--- src/rtl/mc_control_fsm.sv ---
// mc_control_fsm: multi-cycle control unit for the 32-bit MIPS-subset core.
// Optional feature: define MC_SLL_EN to accept R-type sll (funct 000000).
module mc_control_fsm (
    input  logic       clk,
    input  logic       rst_n,
    input  logic [5:0] opcode,
    input  logic [5:0] funct,
    input  logic       zero,
    output logic       pc_en,
    output logic [1:0] pc_src,
    output logic       iord,
    output logic       mem_write,
    output logic       ir_write,
    output logic       reg_write,
    output logic       reg_dst,
    output logic       mem_to_reg,
    output logic [1:0] alu_src_a,
    output logic [2:0] alu_src_b,
    output logic [2:0] alu_control,
    output logic       instr_done,
    output logic       illegal_op,
    output logic [3:0] state
);

    typedef enum logic [3:0] {
        S_FETCH  = 4'd0,
        S_DECODE = 4'd1,
        S_MEMADR = 4'd2,
        S_MEMRD  = 4'd3,
        S_MEMWB  = 4'd4,
        S_MEMWR  = 4'd5,
        S_REXEC  = 4'd6,
        S_ALUWB  = 4'd7,
        S_BEQ    = 4'd8,
        S_IMMEX  = 4'd9,
        S_IMMWB  = 4'd10,
        S_JUMP   = 4'd11
    } state_t;

    localparam logic [5:0] OP_RTYPE = 6'b000000;
    localparam logic [5:0] OP_J     = 6'b000010;
    localparam logic [5:0] OP_BEQ   = 6'b000100;
    localparam logic [5:0] OP_ADDI  = 6'b001000;
    localparam logic [5:0] OP_SLTI  = 6'b001010;
    localparam logic [5:0] OP_ANDI  = 6'b001100;
    localparam logic [5:0] OP_ORI   = 6'b001101;
    localparam logic [5:0] OP_LW    = 6'b100011;
    localparam logic [5:0] OP_SW    = 6'b101011;

    localparam logic [5:0] FN_SLL = 6'b000000;
    localparam logic [5:0] FN_ADD = 6'b100000;
    localparam logic [5:0] FN_SUB = 6'b100010;
    localparam logic [5:0] FN_AND = 6'b100100;
    localparam logic [5:0] FN_OR  = 6'b100101;
    localparam logic [5:0] FN_SLT = 6'b101010;

    localparam logic [2:0] ALU_ADD = 3'b000;
    localparam logic [2:0] ALU_SUB = 3'b001;
    localparam logic [2:0] ALU_AND = 3'b010;
    localparam logic [2:0] ALU_OR  = 3'b011;
    localparam logic [2:0] ALU_SLT = 3'b101;

    state_t     cur;
    state_t     dec_next;
    logic [5:0] op_q;
    logic [5:0] fn_q;
    logic       funct_ok;

    // ungated versions of the enables that reset must suppress
    logic pc_write;
    logic branch;
    logic ir_w;
    logic reg_w;
    logic mem_w;
    logic done;
    logic ill;

    // funct codes the R-type path can execute
    always_comb begin
        funct_ok = 1'b0;
        case (funct)
            FN_ADD, FN_SUB, FN_AND, FN_OR, FN_SLT: funct_ok = 1'b1;
`ifdef MC_SLL_EN
            FN_SLL: funct_ok = 1'b1;
`endif
            default: funct_ok = 1'b0;
        endcase
    end

    // DECODE dispatch from the live opcode; unknown encodings bounce to FETCH
    always_comb begin
        dec_next = S_FETCH;
        case (opcode)
            OP_LW, OP_SW:                      dec_next = S_MEMADR;
            OP_RTYPE:                          dec_next = funct_ok ? S_REXEC : S_FETCH;
            OP_BEQ:                            dec_next = S_BEQ;
            OP_ADDI, OP_SLTI, OP_ANDI, OP_ORI: dec_next = S_IMMEX;
            OP_J:                              dec_next = S_JUMP;
            default:                           dec_next = S_FETCH;
        endcase
    end

    // state register plus opcode/funct capture taken at the end of DECODE
    always_ff @(posedge clk or negedge rst_n) begin
        if (!rst_n) begin
            cur  <= S_FETCH;
            op_q <= 6'd0;
            fn_q <= 6'd0;
        end else begin
            case (cur)
                S_FETCH:  cur <= S_DECODE;
                S_DECODE: begin
                    op_q <= opcode;
                    fn_q <= funct;
                    cur  <= dec_next;
                end
                S_MEMADR: cur <= (op_q == OP_SW) ? S_MEMWR : S_MEMRD;
                S_MEMRD:  cur <= S_MEMWB;
                S_REXEC:  cur <= S_ALUWB;
                S_IMMEX:  cur <= S_IMMWB;
                default:  cur <= S_FETCH;
            endcase
        end
    end

    // Moore output decode from the current state and captured fields
    always_comb begin
        pc_write    = 1'b0;
        branch      = 1'b0;
        ir_w        = 1'b0;
        reg_w       = 1'b0;
        mem_w       = 1'b0;
        done        = 1'b0;
        ill         = 1'b0;
        pc_src      = 2'b00;
        iord        = 1'b0;
        reg_dst     = 1'b0;
        mem_to_reg  = 1'b0;
        alu_src_a   = 2'b00;
        alu_src_b   = 3'b000;
        alu_control = ALU_ADD;
        case (cur)
            S_FETCH: begin
                ir_w      = 1'b1;
                pc_write  = 1'b1;
                alu_src_b = 3'b001;
            end
            S_DECODE: begin
                alu_src_b = 3'b011;
                ill       = (dec_next == S_FETCH);
            end
            S_MEMADR: begin
                alu_src_a = 2'b01;
                alu_src_b = 3'b010;
            end
            S_MEMRD: begin
                iord = 1'b1;
            end
            S_MEMWB: begin
                reg_w      = 1'b1;
                mem_to_reg = 1'b1;
                done       = 1'b1;
            end
            S_MEMWR: begin
                iord  = 1'b1;
                mem_w = 1'b1;
                done  = 1'b1;
            end
            S_REXEC: begin
                alu_src_a = 2'b01;
                case (fn_q)
                    FN_SUB:  alu_control = ALU_SUB;
                    FN_AND:  alu_control = ALU_AND;
                    FN_OR:   alu_control = ALU_OR;
                    FN_SLT:  alu_control = ALU_SLT;
`ifdef MC_SLL_EN
                    FN_SLL: begin
                        alu_src_a   = 2'b10;
                        alu_src_b   = 3'b101;
                        alu_control = 3'b110;
                    end
`endif
                    default: alu_control = ALU_ADD;
                endcase
            end
            S_ALUWB: begin
                reg_w   = 1'b1;
                reg_dst = 1'b1;
                done    = 1'b1;
            end
            S_BEQ: begin
                alu_src_a   = 2'b01;
                alu_control = ALU_SUB;
                branch      = 1'b1;
                pc_src      = 2'b01;
                done        = 1'b1;
            end
            S_IMMEX: begin
                alu_src_a = 2'b01;
                case (op_q)
                    OP_SLTI: begin
                        alu_src_b   = 3'b010;
                        alu_control = ALU_SLT;
                    end
                    OP_ANDI: begin
                        alu_src_b   = 3'b100;
                        alu_control = ALU_AND;
                    end
                    OP_ORI: begin
                        alu_src_b   = 3'b100;
                        alu_control = ALU_OR;
                    end
                    default: alu_src_b = 3'b010;
                endcase
            end
            S_IMMWB: begin
                reg_w = 1'b1;
                done  = 1'b1;
            end
            S_JUMP: begin
                pc_src   = 2'b10;
                pc_write = 1'b1;
                done     = 1'b1;
            end
            default: ;
        endcase
    end

    // enables are held off for as long as reset is asserted
    assign pc_en      = rst_n & (pc_write | (branch & zero));
    assign ir_write   = rst_n & ir_w;
    assign reg_write  = rst_n & reg_w;
    assign mem_write  = rst_n & mem_w;
    assign instr_done = rst_n & done;
    assign illegal_op = rst_n & ill;
    assign state      = cur;

endmodule

--- config.mk ---
export PLATFORM = sky130hd
export DESIGN_NAME = mc_control_fsm
export DESIGN_NICKNAME = d
export VERILOG_FILES = /design/src/rtl/mc_control_fsm.sv
export SDC_FILE = /design/constraint.sdc
export NUM_CORES = 1
export LEC_CHECK = 0
export CAP_MARGIN = 25
export CORE_UTILIZATION = 38
export CTS_CLUSTER_DIAMETER = 40
export DETAILED_ROUTE_END_ITERATION = 7
export PLACE_DENSITY = 0.69
export SKIP_LAST_GASP = 1
export SLEW_MARGIN = 5
export SYNTH_ARGS = -nofsm -noshare
export SYNTH_HDL_FRONTEND = slang
export SYNTH_SLANG_ARGS = --single-unit
--- constraint.sdc ---
create_clock -name clk -period 3.8 [get_ports clk]
set_input_delay 0.95 -clock clk [delete_from_list [all_inputs] [get_ports clk]]
set_output_delay 0.95 -clock clk [all_outputs]
set_load 0.02 [all_outputs]
# After elaboration in Yosys (flattened, before gate mapping)
# Index checks and enable logic that the tools add are counted.
# totals
inputBits,15
elab_cells,77
ff_bits,16
# classes
bitwise_logic,8
muxes,22
reduce_logical,12
eq_ne,32
# op_table
cell,count
"6-bit == test, second input constant",12
"6-bit by 4-bit == test with 1-bit output, second input constant",7
3-bit one-hot mux with 4 select lines,2
4-bit one-hot mux with 6 select lines,1
4-bit one-hot mux with 5 select lines,1
3-bit one-hot mux with 3 select lines,2
"4-bit by 3-bit == test with 1-bit output, second input constant",4
"4-bit == test, second input constant",4
1-bit two-way mux,12
3-bit two-way mux,3
"4-bit by 2-bit == test with 1-bit output, second input constant",2
4-bit logical NOT,2
2-bit OR reduction,4
4-bit OR reduction,2
1-bit bitwise AND,7
"6-bit by 2-bit == test with 1-bit output, second input constant",1
"6-bit by 3-bit == test with 1-bit output, second input constant",1
6-bit logical NOT,1
6-bit OR reduction,1
5-bit OR reduction,1
"4-bit by 1-bit == test with 1-bit output, second input constant",1
2-bit one-hot mux with 2 select lines,1
3-bit OR reduction,1
1-bit OR,1

# Logic depth before layout (Yosys ltp)
# depth
depth_word,8
ltp_mapped,5
depth_no_buf,4

# Worst setup path before layout
# Ideal clock, no wire load.
# synth_timing
path_kind,input port to output port
startpoint,in opcode[2]
endpoint,out illegal_op
slack_ns,1.182
arrival_time_ns,1.668
path_stages,3
path_buffers,0
cell_sequence,a211o_1 -> a211oi_1 -> nor3_2
# synth_between
elab_chain_cells,6
word_cells_on_any_way,15
classes_between,8 x eq/ne; 2 x mux; 1 x bitwise; 4 x reduce/logical
# synth_rtl
item,line_no,text
start: declaration,6,"input logic [5:0] opcode,"
6-bit by 4-bit == test with 1-bit output or 6-bit == test (tied branches),93,case (opcode)
4-bit OR reduction or 2-bit OR reduction (tied branches),93,
4-bit one-hot mux with 5 select lines (*),93,
4-bit logical NOT (*),150,ill = (dec_next == S_FETCH);
1-bit two-way mux (*),142,case (cur)
1-bit bitwise AND (*),235,assign illegal_op = rst_n & ill;
end: declaration,21,"output logic illegal_op,"
# Every way passes the cells marked *; elsewhere a longest branch is shown, timed or not.

# Worst setup path after layout
# layout_timing
startpoint,in opcode[0]
endpoint,out illegal_op
# The elaborated chain is that of the path after synthesis.

==> impl_results.md <==
* Ys async rst share at 1.00
* Final Hold Vio Count at 0
* Placed cell area at 1520 µm²
* Drt first pass iters at 4
* Maximum root-to-sink buffer count at 2
* Hold WC Path Type: flip-flop to flip-flop
* Final std cells w/o fill at 192
* Post-Synthesis Cells at 122
* Worst r2r dst: fn_q[0]$_DFFE_PN0P_
* Worst slew margin at 0.601
* Pins over their slew limit at 0
* Slowest CP cell: clkdlybuf4s50_1
* Reg clk slew, reported paths at 100 ps
* Vias in the first global route at 1004
* Vias at 1048
* Post-route ant nets at 0
* Outcome: finished clean
* Tot Pwr at 1.15 mW
* Warnings from Yosys at 0
* Multiplexer share of the synthesized area at 0.136
* Core Box Area at 2780 µm²
* Setup bufs post-CTS at 0
* Via density at 5.46
* Hold_ws at 527 ps
* Fraction of layout cells with a size suffix above 1 at 0.180
* Initial DRC Count at 31
* Num CTS Buffers at 3
* Wire per inst at 14.3 µm
* Worst vdd ir at 0.543 mV
* Syn_area_per_cell at 9.20 µm²
* Crit path to: illegal_op
* Tot GR Track Use at 0.184
* Element type at the critical path start: input port
* Yosys reg bits at 16
* Worst path max stage delay at 540 ps
* Synth Area in XOR/XNOR at 0.00780
* WL final at 2750 µm
* Least-Margin Pin Slew at 598 ps
* Cell type with the highest aggregate area in the netlist: dfrtp_1
* Simple-Gate Fraction of Synth Area at 0.304
* Crit path kind: input port to output port
* Most frequent CP cell: clkdlybuf4s50_1
* Die width at 56.3 µm
* Crit. End Element: output port
* Worst-Skew Late Latency at 300 ps
* Fmax at 268 MHz
* Num rows at 19
* Yosys top cell area share at 0.357
* Origin of the worst setup path: opcode[0]
* Initial Utilization at 0.404
* R2R Setup Slk at 2050 ps
* Placed Cells at 188
* CP Buf/Inv Count at 2
* Die Y-Extent at 56.3 µm
* Adder-cell area share of the yosys netlist at 0
* EDFF count, synth at 0
* Gpl congestion at 0.839
* Layout Nets at 177
* Antenna Cells at 0
* Synth Cell Area at 1120 µm²
* Initial antenna violation count at 0
* Compound-gate portion of the synthesized area at 0.137
* Most frequent cell after synthesis: dfrtp_1
* Io pins at 38
* Synthesized netlist net count at 137
* Post-layout util at 0.565
* Minimum clock period at 3730 ps
* Sequential share of the synthesized area at 0.357
* Area growth from synthesis to final layout at 40.0%
* Synth cell types at 40
* Design area at 1570 µm²
* Dpl ws at 44.1 ps
* Largest net degree at the start of global routing at 18
* Period Utilization, post-route at 0.981
* Crit path max-delay family: buffers and inverters
* Root buf cell: clkbuf_4
* Worst EP required at 2850 ps
* RSZ-0062 raised after global routing: false
* Maximum fanout along the worst path at 6
* Drc violations at 0
* RR Startpoint: state[1]$_DFF_PN0_
* P per Cell Area at 734 nW/µm²
* CTS Sinks at 16
* Synth top cells by count: dfrtp_1, nor2_1, nand2_1
* H-tree levels at 1
* PnR worst setup slack at 70.5 ps
* Leakage at 0.639 nW
* Placed wire-length estimate at 2150 µm
* Leading register cell type out of synthesis: dfrtp_1
* Die area at 3170 µm²
* First-pass GRT wire length at 4610 µm
* CP Cell Sequence: clkdlybuf4s50_1 -> nor4_1 -> nand3_1 -> o22ai_2 -> nor3_2 -> clkdlybuf4s50_1
* Worst Skew at 3.02 ps
* Setup Total Neg Slack at 0 ps
* Largest family of logic cells by synthesized area: simple AND/OR/NAND/NOR gates
* TritonCTS clock tree: done
* Number of buffers added on ports at 36
* Top cells by area, synth: dfrtp_1, mux2_4, mux2_2, nor2_1, nand2_1
* Final Setup Violations at 0
* Stages on the worst setup path at 6
* Max cap viols at 0
* CP arrival at 2780 ps
* Remaining Overflow, GRT at 0
* Path depth of the worst reg2reg path at 4
[layout make-up]
| cell class | instances | area (µm²) |
|---|---|---|
| fill | 262 | 1210 |
| multi-input combinational | 94 | 672 |
| timing repair buffer | 42 | 405 |
| inverter | 5 | 18.8 |
| sequential | 16 | 400 |
| clock buffer | 4 | 36.3 |
| tap | 31 | 38.8 |
[registers in the layout, summed over array words and instances, names as in the netlist]
register  count
fn_q          6
op_q          6
state         4
[routing by layer]
layer	track usage	wire length (µm)
met2	0.321	1340
met5	0	0
met4	0.0592	40
met3	0.0253	110
met1	0.235	1260
[cell usage in the layout (no fill, tap or decap), types with 2 or more instances in the layout]
cell / synthesis / routed
o21ai_0: 4 / 4
nand2_1: 10 / 10
nor2_1: 12 / 12
nor2b_1: 4 / 4
a21oi_1: 4 / 4
o22ai_1: 3 / 2
clkdlybuf4s50_1: 0 / 36
mux2_4: 5 / 5
mux2_2: 6 / 6
inv_1: 5 / 5
nand4_1: 3 / 3
nor3_1: 7 / 7
buf_4: 1 / 6
nor4_1: 3 / 3
nand3_1: 3 / 3
a211o_1: 3 / 3
or3_1: 2 / 2
o21a_1: 2 / 2
nand2b_4: 2 / 2
nand2b_1: 4 / 4
dfrtp_1: 16 / 16
clkbuf_4: 0 / 3
[how the worst min path moves through the flow]
stage | start | end | slack [ps] | cells past startpoint
after floorplan | fn_q[5]$_DFFE_PN0P_ | fn_q[5]$_DFFE_PN0P_ | 470 | 1
after global placement | fn_q[5]$_DFFE_PN0P_ | fn_q[5]$_DFFE_PN0P_ | 500 | 1
after detailed placement | fn_q[5]$_DFFE_PN0P_ | fn_q[5]$_DFFE_PN0P_ | 510 | 1
after CTS | fn_q[5]$_DFFE_PN0P_ | fn_q[5]$_DFFE_PN0P_ | 530 | 1
after global routing | fn_q[5]$_DFFE_PN0P_ | fn_q[5]$_DFFE_PN0P_ | 560 | 1
final | fn_q[5]$_DFFE_PN0P_ | fn_q[5]$_DFFE_PN0P_ | 530 | 1
[report_power, final]
group          switching (mW)  leakage (nW)  internal [mW]
Combinational           0.308         0.424          0.355
Clock                  0.0605        0.0210         0.0586
Sequential              0.119         0.194          0.252
Total                   0.487         0.639          0.665
[cells by family after synthesis]
| logic type | Yosys count |
|---|---|
| compound gates | 22 |
| flops | 16 |
| buf+inv | 12 |
| simple gates | 58 |
| other cells | 1 |
| xor+xnor | 1 |
| mux | 12 |
[repair_timing]
item | in CTS | in global routing
gates resized for setup | 0 | 2
setup endpoints to repair | 0 | 1
hold buffers | 0 | 0
Note: power is estimated with default switching activity, not from simulation.
==> edit: new RTL, same flow settings <==
The option `MC_SLL_EN` is turned on by a define.
--- a/src/rtl/mc_control_fsm.sv
+++ b/src/rtl/mc_control_fsm.sv
@@ -1,5 +1,7 @@
 // mc_control_fsm: multi-cycle control unit for the 32-bit MIPS-subset core.
 // Optional feature: define MC_SLL_EN to accept R-type sll (funct 000000).
+`define MC_SLL_EN
+
 module mc_control_fsm (
     input  logic       clk,
     input  logic       rst_n,
Formal check against the unedited RTL: not equivalent (a bounded check fails within 4 cycles, from zero or initial values and one cycle with rst_n low).
==> edit against the unedited design <==
  * The flow now finishes with violations (DRC)
  * First-iteration DRC count is 110% higher
  * Design area up 6.0%
  * Power shrank 0.20%
  * Sequential cell count unchanged
  * Setup slack improved by 0.045 ns
  * Critical path depth is the same
  * Area after synthesis grew 3.3%
  * Global-route usage grew 1.3 points
  * Register-to-register slack improved by 0.03 ns
  * Clock skew down 0.0023 ns
  * Routed wire length increased by 6.4%
  * Count of clock-buffer cells in the layout unchanged
==> edit: results (changes against the unedited design) <==
| Metric | Value |
|---|---|
| Failing checks | DRC |
| Global-route wire length before repair | 5.07 mm (was 4.61 mm) |
| GPL Wtd Cong | 0.825 (was 0.839) |
| TritonRoute pass-1 iters | 6 (was 4) |
| Status | complete, but fails checks (was completed) |
| Ratio of cells with drive above 1 in the final layout | 18.2% (was 18.0%) |
| Post-Syn Instances | 134 (was 122) |
| Final WL | 2.92 mm (was 2.75 mm) |
| Maximum vdd ir drop | 0.000290 V (was 0.000543 V) |
| Routed vias | 1170 (was 1048) |
| Rel. slew slack | 62.6% (was 60.1%) |
| Latest clock arrival within the worst-skew pair | 0.28 ns (was 0.30 ns) |
| Clock Skew | 0.000754 ns (was 0.00302 ns) |
| Sequential-to-total area share from yosys stat | 34.5% (was 35.7%) |
| Leak | 0.672 nW (was 0.639 nW) |
| Die width | 57.2 um (was 56.3 um) |
| Via-per-instance ratio | 5.52 (was 5.46) |
| Synth unique cells | 43 (was 40) |
| Port Buffers | 37 (was 36) |
| Largest cells by area after synthesis | dfrtp_1 35%, mux2_2 11%, nor2_1 4.9% (was dfrtp_1 36%, mux2_4 6.7%, mux2_2 6.0%) |
| Vias in the first global route | 1112 (was 1004) |
| Post-DP HPWL | 2.27 mm (was 2.15 mm) |
| Setup WS pre-CTS | -0.0973 ns (was 0.0441 ns) |
| Iter 0 DRT Violations | 66 (was 31) |
| # DRC | 5 (was 0) |
| Nets | 197 (was 177) |
-- edit: worst reg2reg max path: stages, from the launching register on --
cell and delay, ns:
dfrtp_1 0.60, nand2b_4 0.28, nor3_4 0.13, buf_4 0.24
mux2_2 0.36
-- edit: final timing paths --
| check | end | start | slack, ns | cells past startpoint |
|---|---|---|---|---|
| worst max-delay path | illegal_op | opcode[0] | 0.12 | 6 |
| worst min-delay path | op_q[3]$_DFFE_PN0P_ | op_q[3]$_DFFE_PN0P_ | 0.54 | 1 |
| worst max register to register | op_q[2]$_DFFE_PN0P_ | state[1]$_DFF_PN0_ | 2.08 | 4 |
| worst min register to register | op_q[3]$_DFFE_PN0P_ | op_q[3]$_DFFE_PN0P_ | 0.54 | 1 |
| max in group asynchronous | fn_q[3]$_DFFE_PN0P_ | rst_n | 2.45 | 2 |
| min in group asynchronous | state[1]$_DFF_PN0_ | rst_n | 1.19 | 2 |
-- edit: final cells by class --
class / instances / area share [%]
Clock buffer: 4 / 2.18
Sequential cell: 16 / 24.0
Inverter: 9 / 2.03
Tap cell: 31 / 2.33
Timing Repair Buffer: 49 / 27.6
Multi-Input combinational cell: 103 / 41.8
-- edit: timing repair --
item,CTS,global route
hold buffers,0,0
endpoints found under the setup margin,1,0
setup buffers,0,0
resized for setup,1,0
-- edit: kinds of logic after synthesis --
family	synth area share (%)
flip-flops	34.5
AND/OR/NAND/NOR	30.3
buffers and inverters	5.39
AO/OA/AOI/OAI	17.5
multiplexers	11.5
XOR/XNOR	0.755
-- edit: through the flow --
| stage | TNS [ns] | utilization, % |
|---|---|---|
| global route | 0 | 58.9 |
| finish | 0 | 58.9 |
| detailed placement | -0.0973 | 57.6 |
| floorplan | 0 | - |
| global placement | -0.0265 | 57.6 |
| CTS | 0 | 58.9 |
-- edit: per-layer routing --
layer,track usage [%],part of all wire [%],vias to the layer above
met2,31.3,46,45
met3,2.72,6.2,4
met4,8.71,1.7,0
met1,27.1,46,545
li1,-,-,576
met5,0,0,-
-- edit: power by group --
group | switching [mW] | leakage (nW) | internal [mW]
Clock | 0.0510 | 0.0210 | 0.0582
Combinational | 0.327 | 0.458 | 0.342
Sequential | 0.119 | 0.193 | 0.253
